==> src/rtl/mem_ctrl_pkg.sv <==
// Shared types for the byte-wide memory port sequencer: access sizes,
// sequencer states and the IO address marker.
package mem_ctrl_pkg;

  typedef enum logic [1:0] {
    LsByte = 2'd0,
    LsHalf = 2'd1,
    LsWord = 2'd2
  } ls_size_bus_t;

  typedef enum logic [1:0] {
    IDLE = 2'd0,
    RD   = 2'd1,
    WR   = 2'd2,
    DONE = 2'd3
  } mem_state_t;

  localparam logic [1:0] IoAddrHiDefault = 2'b11;

  // Number of byte transactions for an access; the unused encoding is treated as a word.
  function automatic logic [2:0] size_to_bytes(input logic [1:0] size);
    case (ls_size_bus_t'(size))
      LsByte:  return 3'd1;
      LsHalf:  return 3'd2;
      default: return 3'd4;
    endcase
  endfunction

endpackage

==> src/rtl/mem_ctrl.sv <==
// Arbitrates the single byte-wide RAM/IO port between fetch and load/store,
// splitting each access into byte transactions and reassembling read data.
module mem_ctrl
  import mem_ctrl_pkg::*;
#(
  parameter logic [1:0] IoAddrHi = IoAddrHiDefault
) (
  input  logic        clk,
  input  logic        rst,
  input  logic        rdy,
  input  logic        clr_i,
  input  logic        IfEn_i,
  input  logic [31:0] IfAddr_i,
  output logic        IfDone_o,
  output logic [31:0] IfData_o,
  input  logic        LsEn_i,
  input  logic        LsWr_i,
  input  logic [1:0]  LsSize_i,
  input  logic [31:0] LsAddr_i,
  input  logic [31:0] LsData_i,
  output logic        LsDone_o,
  output logic [31:0] LsData_o,
  input  logic [7:0]  mem_din,
  output logic [7:0]  mem_dout,
  output logic [31:0] mem_a,
  output logic        mem_wr,
  input  logic        io_buffer_full
);

  mem_state_t  state, state_nxt;
  logic        owner_ls;
  logic        is_store;
  logic [2:0]  cnt;
  logic [2:0]  nbytes;
  logic [31:0] base;
  logic [31:0] asm_data;
  logic        accept_ls, accept_if;
  logic        io_stall;
  logic [2:0]  cnt_inc;
  logic [1:0]  rd_idx;
  logic [1:0]  wr_idx;

  assign cnt_inc = cnt + 3'd1;
  // Read data lags its address by a cycle, so the byte landing now belongs to cnt-1.
  assign rd_idx  = cnt[1:0] - 2'd1;
  assign wr_idx  = cnt_inc[1:0];
  assign io_stall = LsEn_i && LsWr_i && (LsAddr_i[17:16] == IoAddrHi) && io_buffer_full;

  assign IfData_o = asm_data;
  assign LsData_o = asm_data;

  always_comb begin
    state_nxt = state;
    accept_ls = 1'b0;
    accept_if = 1'b0;
    IfDone_o  = 1'b0;
    LsDone_o  = 1'b0;
    mem_wr    = 1'b0;
    case (state)
      IDLE: begin
        // A stalled IO store still blocks fetch; flushed loads and fetches are refused outright.
        if (LsEn_i) begin
          if (!io_stall && (LsWr_i || !clr_i)) begin
            accept_ls = 1'b1;
            state_nxt = LsWr_i ? WR : RD;
          end
        end else if (IfEn_i && !clr_i) begin
          accept_if = 1'b1;
          state_nxt = RD;
        end
      end
      RD: begin
        if (clr_i)
          state_nxt = IDLE;
        else if (cnt == nbytes)
          state_nxt = DONE;
      end
      WR: begin
        mem_wr = rdy;
        if (cnt_inc == nbytes)
          state_nxt = DONE;
      end
      DONE: begin
        state_nxt = IDLE;
        if (owner_ls)
          LsDone_o = is_store || !clr_i;
        else
          IfDone_o = !clr_i;
      end
      default: state_nxt = IDLE;
    endcase
  end

  always_ff @(posedge clk) begin
    if (rst) begin
      state    <= IDLE;
      owner_ls <= 1'b0;
      is_store <= 1'b0;
      cnt      <= '0;
      nbytes   <= '0;
      base     <= '0;
      asm_data <= '0;
      mem_a    <= '0;
      mem_dout <= '0;
    end else if (rdy) begin
      state <= state_nxt;
      case (state)
        IDLE: begin
          if (accept_ls) begin
            owner_ls <= 1'b1;
            is_store <= LsWr_i;
            nbytes   <= size_to_bytes(LsSize_i);
            base     <= LsAddr_i;
            cnt      <= '0;
            asm_data <= '0;
            mem_a    <= LsAddr_i;
            if (LsWr_i)
              mem_dout <= LsData_i[7:0];
          end else if (accept_if) begin
            owner_ls <= 1'b0;
            is_store <= 1'b0;
            nbytes   <= 3'd4;
            base     <= IfAddr_i;
            cnt      <= '0;
            asm_data <= '0;
            mem_a    <= IfAddr_i;
          end
        end
        RD: begin
          cnt <= cnt_inc;
          if (cnt != 3'd0)
            asm_data[{rd_idx, 3'b000} +: 8] <= mem_din;
          if (cnt_inc < nbytes)
            mem_a <= base + {29'd0, cnt_inc};
        end
        WR: begin
          cnt <= cnt_inc;
          if (cnt_inc < nbytes) begin
            mem_a    <= base + {29'd0, cnt_inc};
            mem_dout <= LsData_i[{wr_idx, 3'b000} +: 8];
          end
        end
        default: cnt <= '0;
      endcase
    end
  end

endmodule

==> config.mk <==
export PLATFORM = sky130hd
export DESIGN_NAME = mem_ctrl
export DESIGN_NICKNAME = d
export VERILOG_FILES = /design/src/rtl/mem_ctrl_pkg.sv /design/src/rtl/mem_ctrl.sv
export SDC_FILE = /design/constraint.sdc
export NUM_CORES = 1
export LEC_CHECK = 0
export ABC_AREA = 1
export CAP_MARGIN = 0
export CORE_MARGIN = 1
export CORE_UTILIZATION = 43
export DETAILED_ROUTE_END_ITERATION = 8
export GPL_ROUTABILITY_DRIVEN = 0
export PLACE_DENSITY = 0.87
export SYNTH_ARGS = -nofsm -noshare
export SYNTH_HDL_FRONTEND = slang
export SYNTH_SLANG_ARGS = --single-unit
==> constraint.sdc <==
create_clock -name clk -period 2.9 [get_ports clk]
set_clock_uncertainty 0.05 [all_clocks]
set_input_delay 0.58 -clock clk [delete_from_list [all_inputs] [get_ports clk]]
set_output_delay 0.58 -clock clk [all_outputs]
set_load 0.005 [all_outputs]
==> run_results.csv, run 1 <==
group,metric,value,unit
clock_tree,clk_latency,0.42,ns
clock_tree,path_clk_slew,0.06,ns
clock_tree,cts_setup_buffers,0,
global_routing,grtUsageMet1,0.327,
timing,tightest_slew,0.836,ns
global_routing,grt_use_met2,0.439,
final_layout,multi_input_area,0.00393,mm^2
clock_tree,cts_buffers,17,
setup_path,worstReg2RegStart,"cnt[0]",
drt,drt_first_pass_iters,6,
setup_path,cp.required,3.18,ns
timing,final-setup-viol-count,0,
yosys,ys_seq_elements,114,
final_layout,area_growth,39.7,%
drt,drtAntennaViolNets,0,
placement,dp_hpwl,16.2,mm
timing,holdWs,0.420,ns
timing,rsz0062_at_grt,"no",
flow_run,maxCapViolCount,0,
setup_path,critPathMaxFanout,20,
setup_path,cp.arrival,3.01,ns
global_routing,antenna_found_initial,0,
clock_tree,cts_max_level,4,
timing,hold_viol_final,0,
yosys,synth_area_per_cell,6.40,um^2
timing,drv_slew,0,
setup_path,r2r_slack,0.16,ns
yosys,synthesis.nets,1220,
drt,wl_per_cell,14.8,um
worst_hold_path,worstHoldStart,"mem_a[30]",
placement,post_dp_cell_area,0.00909,mm^2
final_layout,register_area,0.00228,mm^2
drt,avgViaCountPerCell,5.29,
floorplanning,start_util,0.440,
clock_tree,root_buffer,"clkbuf_16",
final_layout,layout-drive-gt1-share,0.0684,
yosys,syn_area,0.00697,mm^2
floorplanning,fp.dieW,129,um
floorplanning,die_h,129,um
timing,max_freq,0.365,GHz
power,peakVddDrop,480,uV
yosys,yosysMostFrequentCell,"nand2_1",
drt,drc,0,
power,leakagePower,3.71,nW
clock_tree,cts_tree,"yes",
final_layout,post-route-util,0.615,
final_layout,layoutNonFillerInstCount,1488,
worst_hold_path,hp-class,"reg2reg",
clock_tree,clock_sinks,114,
global_routing,grt_pass1_wl,35.1,mm
floorplanning,rows,46,
power,p_total,5.96,mW
yosys,synth_top_area_frac,0.327,
setup_path,crit_path_end_kind,"register",
timing,fin_tns_setup,0,ns
setup_path,path_class,"reg2reg",
global_routing,grt_max_degree,76,
placement,pre_cts_slack,0.259,ns
drt,routed_wl,22.1,mm
floorplanning,placeableCoreArea,0.0158,mm^2
clock_tree,cts_max_path_buffers,2,
final_layout,fill_cells,1392,
timing,min_period,2.74,ns
timing,setup_slack,0.163,ns
drt,num_vias,7876,
power,powerDensity,612,mW/mm^2
final_layout,design_area,0.00974,mm^2
global_routing,grt_pass1_vias,7427,
global_routing,grt_overflow,0,
final_layout,layout.nets,1390,
yosys,syn_inst,1089,
timing,slew_headroom,0.443,
yosys,yosys-top-cells-count,"nand2_1, nor2_1, dfxtp_1",
placement,io_buffer_count,220,
yosys,synth_edf_count,0,
floorplanning,ios,221,
drt,drt_iter0_markers,673,
floorplanning,dieArea,0.0167,mm^2
setup_path,startpoint_type,"register",
yosys,synthArstFlopShare,0,
yosys,yosys.area.top_type,"dfxtp_1",
yosys,yosysWarnings,0,
timing,min_period_over_period,0.944,
yosys,synth_cell_types,40,
yosys,synth_seq_area_share,0.327,
placement,dp.cells,1456,
global_routing,busiest_layer,"met2",
final_layout,antenna_cells,0,
global_routing,track_usage,0.266,
setup_path,startpoint,"cnt[0]",
yosys,synthFlopType,"dfxtp_1",
yosys,synth_area_leaders,"dfxtp_1, nand2_1, nor2_1, a21oi_1, buf_4",
status,status,"completed",
global_routing,met3_usage,0.0611,
## final cells by class
class                           instances  area share
Clock inverter                         12      0.0184
Clock buffer                           20      0.0479
Sequential cell                       114       0.234
Tap cell                              216      0.0278
Timing Repair Buffer                  238       0.242
Inverter                               68      0.0265
Multi-Input combinational cell        820       0.403
## placed cells by master, fill, tap and decap left out, drive strengths merged, types with 4 or more instances in the layout
cell | netlist | final
or2 | 4 | 4
o21ai | 75 | 75
nand3b | 5 | 5
bufinv | 0 | 4
ha | 16 | 16
nor3 | 11 | 11
nand3 | 60 | 60
a211oi | 9 | 9
o21a | 7 | 7
o21bai | 4 | 4
a21oi | 92 | 92
nand4 | 39 | 39
o22ai | 9 | 9
dfxtp | 114 | 114
buf | 64 | 19
clkdlybuf4s50 | 0 | 219
inv | 67 | 68
clkinv | 1 | 5
nor2 | 142 | 142
nand2 | 337 | 337
clkbuf | 23 | 20
## logic make-up after synthesis
family,Yosys count,synth area share
AOI/OAI and AO/OA,198,0.160
xor gates and xnor gates,5,0.00628
adders and majority gates,17,0.0316
buffers and inverters,155,0.110
DFF,114,0.327
and+or+nand+nor,600,0.365
## worst max-delay path, cell delays in order (launching register included)
cell,delay (ns)
dfxtp_1,0.44
inv_1,0.09
ha_1,0.31
buf_4,0.22
ha_1,0.29
nand2_1,0.05
nand2_1,0.13
nand3_1,0.25
nor2_1,0.35
nor2_1,0.08
o21ai_0,0.20
nand3_1,0.09
nand2_1,0.07
inv_1,0.03
## worst paths after layout
check             cells past startpoint   endpoint
setup / recovery                     13  mem_a[15]
hold / removal                        2  mem_a[30]
setup reg to reg                     13  mem_a[15]
hold reg to reg                       2  mem_a[30]
## registers in the layout, indices dropped and copies added, names as in the netlist, 2 cells and up
register and flops:
mem_dout 8, mem_a 32, cnt 3, state 2, IfData_o 32, nbytes 3
base 32
## power breakdown
part	switching [mW]	internal [mW]	total [mW]	leakage, nW
registers	0.135	1.74	1.87	0.930
clock network	0.777	1.51	2.28	0.309
logic	1.06	0.752	1.81	2.47
total	1.97	4.00	5.96	3.71
## layer usage
metal | wire length (um) | share of wire | vias up
li1 | - | - | 3881
met1 | 9300 | 0.42 | 3523
met2 | 10200 | 0.46 | 409
met3 | 1820 | 0.082 | 63
met4 | 805 | 0.036 | 0
met5 | 0 | 0 | -
## what timing repair did
action	CTS	global route
setup endpoints to repair	0	1
hold buffers	0	0
resized for setup	0	1
No activity file was read; power rests on OpenSTA's default activity.
==> run 2: changes to the inputs <==
--- a/config.mk
+++ b/config.mk
@@ -6,6 +6,7 @@
 export NUM_CORES = 1
 export LEC_CHECK = 0
 export ABC_AREA = 1
+export ABC_CLOCK_PERIOD_IN_PS = 2900
 export CAP_MARGIN = 0
 export CORE_MARGIN = 1
 export CORE_UTILIZATION = 43
==> results of run 2 <==
The final DEF is identical to that of run 1; final timing and power are the same.
